==> config.mk <==
export PLATFORM = sky130hd
export DESIGN_NAME = wb_select_stage_flat
export DESIGN_NICKNAME = d
export VERILOG_FILES = /design/src/rtl/wb_select_if.sv /design/src/rtl/wb_select_stage.sv /design/src/flat_wrapper.sv
export SDC_FILE = /design/constraint.sdc
export NUM_CORES = 1
export LEC_CHECK = 0
export CORE_ASPECT_RATIO = 1.5
export CORE_MARGIN = 1
export CORE_UTILIZATION = 30
export DETAILED_ROUTE_END_ITERATION = 12
export PLACE_DENSITY = 0.54
export SYNTH_ARGS = -nofsm -noshare
export SYNTH_HDL_FRONTEND = slang
export SYNTH_SLANG_ARGS = --single-unit
==> constraint.sdc <==
create_clock -name clk -period 4.1 [get_ports clk]
set_clock_uncertainty 0.2 [all_clocks]
set_input_delay 0.82 -clock clk [delete_from_list [all_inputs] [get_ports clk]]
set_output_delay 0.82 -clock clk [all_outputs]
set_load 0.005 [all_outputs]
==> src/rtl/wb_select_if.sv <==
// Writeback select stage bus: upstream request fields, downstream register-file write
// and the valid/ready handshake on both sides.
interface wb_select_if #(
  parameter int XLEN = 32,
  parameter int NSRC = 4,
  parameter int RA_W = 5
);
  localparam int SELW = $clog2(NSRC);

  logic                 in_valid;
  logic                 in_ready;
  logic [NSRC*XLEN-1:0] in_src;
  logic [SELW-1:0]      in_sel;
  logic [2:0]           in_ld_fmt;
  logic [1:0]           in_addr_lo;
  logic [RA_W-1:0]      in_rd;
  logic                 in_we;
  logic                 out_ready;
  logic                 out_valid;
  logic                 rf_we;
  logic [RA_W-1:0]      rf_rd;
  logic [XLEN-1:0]      rf_wdata;
  logic                 out_err;

  // Pipeline side: the stage itself.
  modport slave (
    input  in_valid, in_src, in_sel, in_ld_fmt, in_addr_lo, in_rd, in_we, out_ready,
    output in_ready, out_valid, rf_we, rf_rd, rf_wdata, out_err
  );

  // Environment side: execute/memory upstream plus the register file downstream.
  modport master (
    output in_valid, in_src, in_sel, in_ld_fmt, in_addr_lo, in_rd, in_we, out_ready,
    input  in_ready, out_valid, rf_we, rf_rd, rf_wdata, out_err
  );
endinterface

==> src/rtl/wb_select_stage.sv <==
// Registered RV32I writeback select: source mux, load byte/half formatting and a
// two-entry (output register + skid) valid/ready pipeline stage toward the register file.
module wb_select_stage #(
  parameter int XLEN    = 32,
  parameter int NSRC    = 4,
  parameter int MEM_IDX = 1,
  parameter int RA_W    = 5
) (
  input  logic         clk,
  input  logic         rst_n,
  wb_select_if.slave   bus
);
  localparam int SELW = $clog2(NSRC);

  typedef struct packed {
    logic            we;
    logic [RA_W-1:0] rd;
    logic [XLEN-1:0] data;
    logic            err;
  } entry_t;

  typedef enum logic [2:0] {
    LD_B  = 3'b000,
    LD_H  = 3'b001,
    LD_W  = 3'b010,
    LD_BU = 3'b100,
    LD_HU = 3'b101
  } ld_fmt_e;

  logic [XLEN-1:0] w_sel_data;
  logic            w_sel_ok;
  logic [31:0]     w_word;
  logic [7:0]      w_byte;
  logic [15:0]     w_half;
  entry_t          w_new;
  logic            w_accept;
  logic            w_drain;

  entry_t r_out;
  entry_t r_skid;
  logic   r_out_valid;
  logic   r_skid_valid;

  // NOTE: every variable gets a default at the top of always_comb so no path leaves it
  // unassigned; otherwise synthesis infers a latch to hold the old value.
  always_comb begin
    w_sel_data = '0;
    w_sel_ok   = 1'b0;
    // Loop match instead of a range compare keeps non-power-of-two NSRC safe.
    for (int k = 0; k < NSRC; k++) begin
      if (int'(bus.in_sel) == k) begin
        w_sel_data = bus.in_src[k*XLEN +: XLEN];
        w_sel_ok   = 1'b1;
      end
    end
  end

  assign w_word = w_sel_data[31:0];
  assign w_byte = w_word[8*bus.in_addr_lo +: 8];
  assign w_half = bus.in_addr_lo[1] ? w_word[31:16] : w_word[15:0];

  always_comb begin
    w_new.we   = bus.in_we;
    w_new.rd   = bus.in_rd;
    w_new.data = w_sel_data;
    w_new.err  = !w_sel_ok;
    if (w_sel_ok && (int'(bus.in_sel) == MEM_IDX)) begin
      case (ld_fmt_e'(bus.in_ld_fmt))
        LD_B:  w_new.data = XLEN'($signed(w_byte));
        LD_BU: w_new.data = XLEN'(w_byte);
        LD_H: begin
          w_new.data = XLEN'($signed(w_half));
          w_new.err  = bus.in_addr_lo[0];
        end
        LD_HU: begin
          w_new.data = XLEN'(w_half);
          w_new.err  = bus.in_addr_lo[0];
        end
        LD_W: begin
          w_new.data = XLEN'($signed(w_word));
          w_new.err  = (bus.in_addr_lo != 2'b00);
        end
        default: w_new.err = 1'b1;
      endcase
    end
  end

  assign bus.in_ready = !r_skid_valid;
  assign w_accept     = bus.in_valid && !r_skid_valid;
  assign w_drain      = r_out_valid && bus.out_ready;

  // NOTE: sequential state uses non-blocking assignments so every register samples
  // pre-edge values regardless of statement order.
  always_ff @(posedge clk or negedge rst_n) begin
    if (!rst_n) begin
      r_out        <= '0;
      r_skid       <= '0;
      r_out_valid  <= 1'b0;
      r_skid_valid <= 1'b0;
    end else if (!r_out_valid || w_drain) begin
      // A full skid blocks new accepts, so skid refill and accept never collide.
      if (r_skid_valid) begin
        r_out        <= r_skid;
        r_out_valid  <= 1'b1;
        r_skid_valid <= 1'b0;
      end else if (w_accept) begin
        r_out       <= w_new;
        r_out_valid <= 1'b1;
      end else begin
        r_out_valid <= 1'b0;
      end
    end else if (w_accept) begin
      r_skid       <= w_new;
      r_skid_valid <= 1'b1;
    end
  end

  assign bus.out_valid = r_out_valid;
  assign bus.rf_rd     = r_out.rd;
  assign bus.rf_wdata  = r_out.data;
  assign bus.out_err   = r_out.err;
  assign bus.rf_we     = w_drain && r_out.we && (r_out.rd != '0) && !r_out.err;
endmodule
==> src/flat_wrapper.sv <==
// flat-port wrapper written by rule: the top's interface ports become plain ports
module wb_select_stage_flat 
#(
  parameter int XLEN    = 32,
  parameter int NSRC    = 4,
  parameter int MEM_IDX = 1,
  parameter int RA_W    = 5
)
  (clk, rst_n, bus_in_valid, bus_in_src, bus_in_sel, bus_in_ld_fmt, bus_in_addr_lo, bus_in_rd, bus_in_we, bus_out_ready, bus_in_ready, bus_out_valid, bus_rf_we, bus_rf_rd, bus_rf_wdata, bus_out_err);
  wb_select_if #(.XLEN(XLEN), .NSRC(NSRC), .RA_W(RA_W)) bus_i ();
  input  logic clk;
  input  logic rst_n;
  input wire logic [$bits(bus_i.in_valid)-1:0] bus_in_valid;
  input wire logic [$bits(bus_i.in_src)-1:0] bus_in_src;
  input wire logic [$bits(bus_i.in_sel)-1:0] bus_in_sel;
  input wire logic [$bits(bus_i.in_ld_fmt)-1:0] bus_in_ld_fmt;
  input wire logic [$bits(bus_i.in_addr_lo)-1:0] bus_in_addr_lo;
  input wire logic [$bits(bus_i.in_rd)-1:0] bus_in_rd;
  input wire logic [$bits(bus_i.in_we)-1:0] bus_in_we;
  input wire logic [$bits(bus_i.out_ready)-1:0] bus_out_ready;
  output wire logic [$bits(bus_i.in_ready)-1:0] bus_in_ready;
  output wire logic [$bits(bus_i.out_valid)-1:0] bus_out_valid;
  output wire logic [$bits(bus_i.rf_we)-1:0] bus_rf_we;
  output wire logic [$bits(bus_i.rf_rd)-1:0] bus_rf_rd;
  output wire logic [$bits(bus_i.rf_wdata)-1:0] bus_rf_wdata;
  output wire logic [$bits(bus_i.out_err)-1:0] bus_out_err;
  assign bus_i.in_valid = bus_in_valid;
  assign bus_i.in_src = bus_in_src;
  assign bus_i.in_sel = bus_in_sel;
  assign bus_i.in_ld_fmt = bus_in_ld_fmt;
  assign bus_i.in_addr_lo = bus_in_addr_lo;
  assign bus_i.in_rd = bus_in_rd;
  assign bus_i.in_we = bus_in_we;
  assign bus_i.out_ready = bus_out_ready;
  assign bus_in_ready = bus_i.in_ready;
  assign bus_out_valid = bus_i.out_valid;
  assign bus_rf_we = bus_i.rf_we;
  assign bus_rf_rd = bus_i.rf_rd;
  assign bus_rf_wdata = bus_i.rf_wdata;
  assign bus_out_err = bus_i.out_err;
  wb_select_stage #(.XLEN(XLEN), .NSRC(NSRC), .MEM_IDX(MEM_IDX), .RA_W(RA_W)) u_core (.clk(clk), .rst_n(rst_n), .bus(bus_i));
endmodule
==> impl_metrics.py <==
metrics = {
    "outcome": {
        "status": "complete, no violations",
    },
    "place": {
        "port_buffers": 185,
        "placedCellCount": 1005,
        "hpwl_um": 15500,
        "gp_congestion": 0.890,
    },
    "finish": {
        "syn_to_final_growth_pct": 34.7,
        "final_cells": 1021,
        "diodes": 0,
        "fin_util": 0.415,
        "drive_gt1_frac": 0.106,
        "nNetsFinal": 905,
    },
    "global_route": {
        "grt_pass1_vias": 5687,
        "grt_pass1_wl_um": 30700,
        "groute.usage.overall": 0.201,
        "antenna_found_initial": 0,
        "grt_remaining_overflow": 0,
        "grt_max_degree": 81,
    },
    "floorplan": {
        "rows": 62,
        "coreArea_mm2": 0.0192,
        "die_area_mm2": 0.0203,
        "die_h_um": 174,
        "die_w_um": 117,
        "start_util": 0.308,
        "pin_count": 186,
    },
    "yosys": {
        "synth_warnings": 0,
        "synthSimpleGateAreaFrac": 0.177,
        "ys_types": 61,
        "async_flop_share": 1.00,
        "ys.flop_type": "dfrtp_1",
        "synth-xor-area-share": 0,
        "synthesis.nets": 780,
        "yosysSeqAreaShare": 0.338,
        "synth_mux_area_frac": 0.191,
        "synthAdderAreaFrac": 0,
        "postSynthCellCount": 635,
        "synth_edf_count": 0,
        "synth_top_family_by_area": "compound AO/OA/AOI/OAI gates",
        "synth-seq-cells": 80,
        "synth-compound-area-share": 0.196,
        "syn_avg_cell_area_um2": 9.34,
        "netlist_area_mm2": 0.00593,
    },
    "clock_network": {
        "clk_latency_ns": 0.34,
        "htree_num_levels": 3,
        "hold_buffers": 0,
        "clkSinkCount": 80,
        "cts_resized": 0,
        "clock_path_buffers": 2,
        "cts_tree": "yes",
        "cts-root-buf": "clkbuf_16",
        "postCtsSetupBuffers": 0,
        "cts_buffers": 9,
        "clk_pin_slew_ns": 0.06,
    },
    "critical_path": {
        "crit_start": "bus_out_ready",
        "r2r_end": "u_core.bus.rf_wdata[19]",
        "reg2regPathDepth": 5,
        "worstReg2RegStart": "u_core.r_skid_valid",
        "worst_ep_arrival_time_ns": 2.12,
        "endpoint_kind": "output pin",
        "endpoint": "bus_rf_we",
        "start_kind": "primary input",
        "critPathKind": "primary input to output pin",
        "r2r_setup_slack_ns": 1.43,
        "required_ns": 3.08,
        "critPathMaxFanout": 3,
    },
    "sta": {
        "finalCritPeriodShare": 0.765,
        "slew_viol_final": 0,
        "fin_crit_ns": 3.14,
        "fin_setup_tns_ns": 0,
        "fmax_mhz": 319,
        "hold_viol_final": 0,
        "rsz0062_at_grt": "false",
        "hold_ws_ns": 0.275,
        "finalSetupViolCount": 0,
        "worst_slew_pin_slew_ns": 1.21,
        "maxSlewHeadroom": 0.194,
    },
    "pwr": {
        "ir_drop_mv": 0.198,
        "p_total_w": 0.00298,
        "p_per_area_mw_per_mm2": 373,
        "leakage_nw": 3.12,
    },
    "drt": {
        "viasPerCell": 5.45,
        "drc": 0,
        "first_iter_violations": 362,
        "wl_per_cell_um": 19.9,
        "drtPass1Iterations": 5,
        "vias": 5564,
        "wirelength_um": 20300,
        "ant_nets": 0,
    },
    "run": {
        "drv_cap": 0,
    },
    "worst_hold_path": {
        "hp-class": "register to register",
    },
}
-- worst min path at each step --
stage | start | end | cells past startpoint
after floorplan | u_core.r_skid[1] | u_core.r_skid[1] | 2
after global placement | u_core.r_skid[2] | u_core.r_skid[2] | 2
after detailed placement | u_core.r_skid[38] | u_core.r_skid[38] | 2
after CTS | u_core.r_skid[38] | u_core.r_skid[38] | 2
after global routing | u_core.r_skid[33] | u_core.r_skid[33] | 2
final | u_core.r_skid[38] | u_core.r_skid[38] | 2
-- per-layer routing --
layer,vias to the layer above,share of wire,global-route usage
li1,2573,-,-
met1,2698,0.39,0.239
met5,-,0,0
met4,0,0.046,0.109
met3,46,0.056,0.0303
met2,247,0.51,0.343
-- cell type report --
cell class | instances | area [um2]
inverter | 4 | 15.0
sequential | 80 | 2000
tap | 256 | 320
clock buffer | 10 | 229
fill | 1940 | 11300
clock inverter | 6 | 90.1
timing repair buffer | 201 | 1970
multi-input combinational | 464 | 3350
-- power breakdown --
part / switching [W] / internal, W
clock: 0.000332 / 0.000537
sequential: 0.000131 / 0.000982
combinational: 0.000450 / 0.000544
total: 0.000912 / 0.00206
-- stage by stage --
step | worst slack [ns] | cell area, um2
after floorplan | 1.57 | 5930
after global placement | 0.761 | 7670
after detailed placement | 0.665 | 7670
after CTS | 0.940 | 7990
after global routing | 0.907 | 7990
final | 0.961 | 7990
-- Yosys cell counts, drive strengths merged (13+ instances only) --
master | count | area (um2)
dfrtp | 80 | 2000
nor2 | 79 | 297
buf | 64 | 483
nand2 | 57 | 214
mux2i | 41 | 410
a21oi | 37 | 189
o22ai | 36 | 225
o21ai | 35 | 179
mux4 | 26 | 614
clkbuf | 23 | 86.3
a211oi | 16 | 138
a22oi | 14 | 119
and2 | 14 | 87.6
nor3 | 13 | 86.3
-- placed cells by master, fill, tap and decap left out, drive strengths merged, types with 2 or more instances in the layout --
cell,n
mux2,9
nand3b,2
or4,2
o22ai,36
a221oi,12
nand3,5
nor2,79
a21oi,37
and3,4
bufinv,2
o21ai,35
nand2,57
or3,4
o211ai,3
clkdlybuf4s50,182
nor2b,11
inv,6
a32oi,3
nor4,5
and2,14
o21bai,2
clkbuf,10
buf,19
nand2b,7
a211oi,16
mux4,26
dfrtp,80
a22oi,14
mux2i,41
a31oi,12
nor4b,3
nor3,13
-- critical path, stage by stage --
cell and delay, ns:
clkdlybuf4s50_1 0.51, nand4b_1 0.12, a21oi_1 0.15, clkdlybuf4s50_1 0.52
-- sequential cells by signal (all words and copies together), names as in the netlist --
signal and count:
u_core.bus.out_valid 1, u_core.bus.rf_wdata 32, u_core.r_out 1, u_core.r_skid 39, u_core.bus.out_err 1, u_core.bus.rf_rd 5
u_core.r_skid_valid 1
-- kinds of logic after synthesis --
kind of cell | Yosys count
and+or+nand+nor | 213
AOI/OAI and AO/OA | 175
buffers and inverters | 91
DFF | 80
muxes | 76
(Power assumes the default switching activity.)
==> RTL edit (same settings) <==
`RA_W` is set to 5 in 3 places; all go to 10.
--- a/src/rtl/wb_select_if.sv
+++ b/src/rtl/wb_select_if.sv
@@ -3,7 +3,7 @@
 interface wb_select_if #(
   parameter int XLEN = 32,
   parameter int NSRC = 4,
-  parameter int RA_W = 5
+  parameter int RA_W = 10
 );
   localparam int SELW = $clog2(NSRC);
 
--- a/src/rtl/wb_select_stage.sv
+++ b/src/rtl/wb_select_stage.sv
@@ -4,7 +4,7 @@
   parameter int XLEN    = 32,
   parameter int NSRC    = 4,
   parameter int MEM_IDX = 1,
-  parameter int RA_W    = 5
+  parameter int RA_W    = 10
 ) (
   input  logic         clk,
   input  logic         rst_n,
--- a/src/flat_wrapper.sv
+++ b/src/flat_wrapper.sv
@@ -4,7 +4,7 @@
   parameter int XLEN    = 32,
   parameter int NSRC    = 4,
   parameter int MEM_IDX = 1,
-  parameter int RA_W    = 5
+  parameter int RA_W    = 10
 )
   (clk, rst_n, bus_in_valid, bus_in_src, bus_in_sel, bus_in_ld_fmt, bus_in_addr_lo, bus_in_rd, bus_in_we, bus_out_ready, bus_in_ready, bus_out_valid, bus_rf_we, bus_rf_rd, bus_rf_wdata, bus_out_err);
   wb_select_if #(.XLEN(XLEN), .NSRC(NSRC), .RA_W(RA_W)) bus_i ();
Interface: changed (resized bus_in_rd and bus_rf_rd); port bits go from 186 to 196. The function was not compared with the original's and may differ.
==> RTL edit against the unedited design <==
- power rose by 5.0%
- worst setup slack got worse by 190 ps
- wire length fell by 3.7%
- design area grew 0.71%
- sequential cell count is 10 higher
- final cell count down 1.6%
- synthesized cell count down 3.8%
- synthesized area decreased by 0.68%
- critical path type is now in -> reg
==> RTL edit: results (changes against the unedited design) <==
- The flow ran to the end, and the final reports show no timing, DRC or antenna violations.
- The count of routing violations after the opening detailed-route iteration is 411 (+14%).
- The worst path setup slack after routing is 772 ps (-190 ps).
- Following the worst setup path forward leads to its endpoint at u_core.bus.rf_wdata[29].
- The critical-path cell with the highest stage delay is nor2b_4.
- The global routing usage on met3 is 2.97% (-0.061 points).
- The layout net count is 894 (-1.2%).
- The final estimated routing congestion in global placement came to 0.838 (-5.9%).
- The post-detailed-placement cell area is 7710 um2 (+0.62%).
- The wire length on met2 was 9980 um (-3.7%).
- The post-route worst hold slack is 240 ps (-35.5 ps).
- The internal power contribution is 2.19 mW (+6.0%).
- The length of routed met3 wiring is 1100 um (-3.0%).
- The most critical setup path has its startpoint at bus_in_addr_lo[1].
- The synthesized-area fraction occupied by ao, oa, aoi and oai cells is 20.1% (+0.52 points).
- The post-synth net total is 761 (-2.4%).
- The flip-flop count of the largest register, all copies and words added was 44 (+13%).
- The count of buffers inserted at the top-level ports is 195 (+5.4%).
- The met1 wire length came to 7940 um (+1.3%).
- The overall fraction of global-route tracks in use is 20.1% (-0.059 points).
- The synthesized instance count was 611 (-3.8%).
- The via count of the first global-routing pass was 5,432 (-4.5%).
- The largest vdd supply drop was 0.206 mV (+4.1%).
- The global-route wire length before repair is 30,400 um (-1.0%).
- The number of vias per cell was 5.25 (-3.6%).
- The critical path arrival is 3310 ps (+1190 ps).
- The worst reg-to-reg setup slack is 1630 ps (+200 ps).
- The fraction of layout instances using a drive strength above 1 came to 12.1% (+1.6 points).
-- RTL edit: changes by cell type after synthesis, moves of 8 or more --
cell	unedited run	this run
a21oi_4	0	10
o22a_1	0	8
o21ai_0	32	46
dfrtp_1	80	90
and2_1	14	3
a211oi_1	14	2
a31oi_1	12	25
a22oi_1	13	1
nand2_1	57	111
a21oi_1	36	26
nor2_1	79	40
o22ai_1	36	19
-- RTL edit: logic make-up (layout without fill, tap and decap cells) --
family                 count (synthesis)  count (layout)
AO/OA/AOI/OAI                        169             169
buffers and inverters                 92             230
multiplexers                          76              76
flip-flops                            90              90
AND/OR/NAND/NOR                      184             184
-- RTL edit: worst min-delay path by stage --
stage / start / to / cells past startpoint
after floorplan: u_core.r_skid[3] / u_core.r_skid[3] / 2
after global placement: u_core.r_skid[7] / u_core.r_skid[7] / 2
after detailed placement: u_core.r_skid[43] / u_core.r_skid[43] / 2
after CTS: rst_n / u_core.bus.rf_wdata[0] / 1
after global routing: rst_n / u_core.r_skid[22] / 1
final: rst_n / u_core.r_skid[22] / 1
-- RTL edit: area by class of cell --
class | instances | area, um2 | area share [%]
clock buffers | 10 | 239 | 2.97
clock inverters | 6 | 88.8 | 1.10
inverters | 4 | 15.0 | 0.187
multi-input cells | 429 | 3070 | 38.2
flip-flops and latches | 90 | 2250 | 28.0
well taps | 256 | 320 | 3.98
repair buffers | 210 | 2050 | 25.5
-- RTL edit: power by group through the flow --
| stage | Clock, mW | Sequential (mW) | Combinational (mW) |
|---|---|---|---|
| after detailed placement | 0 | 1.24 | 0.993 |
| after CTS | 0.925 | 1.23 | 0.996 |
| final | 0.914 | 1.22 | 0.985 |
| after global routing | 0.964 | 1.25 | 1.08 |
| after floorplan | 0 | 1.20 | 0.625 |
| after global placement | 0 | 1.23 | 0.973 |
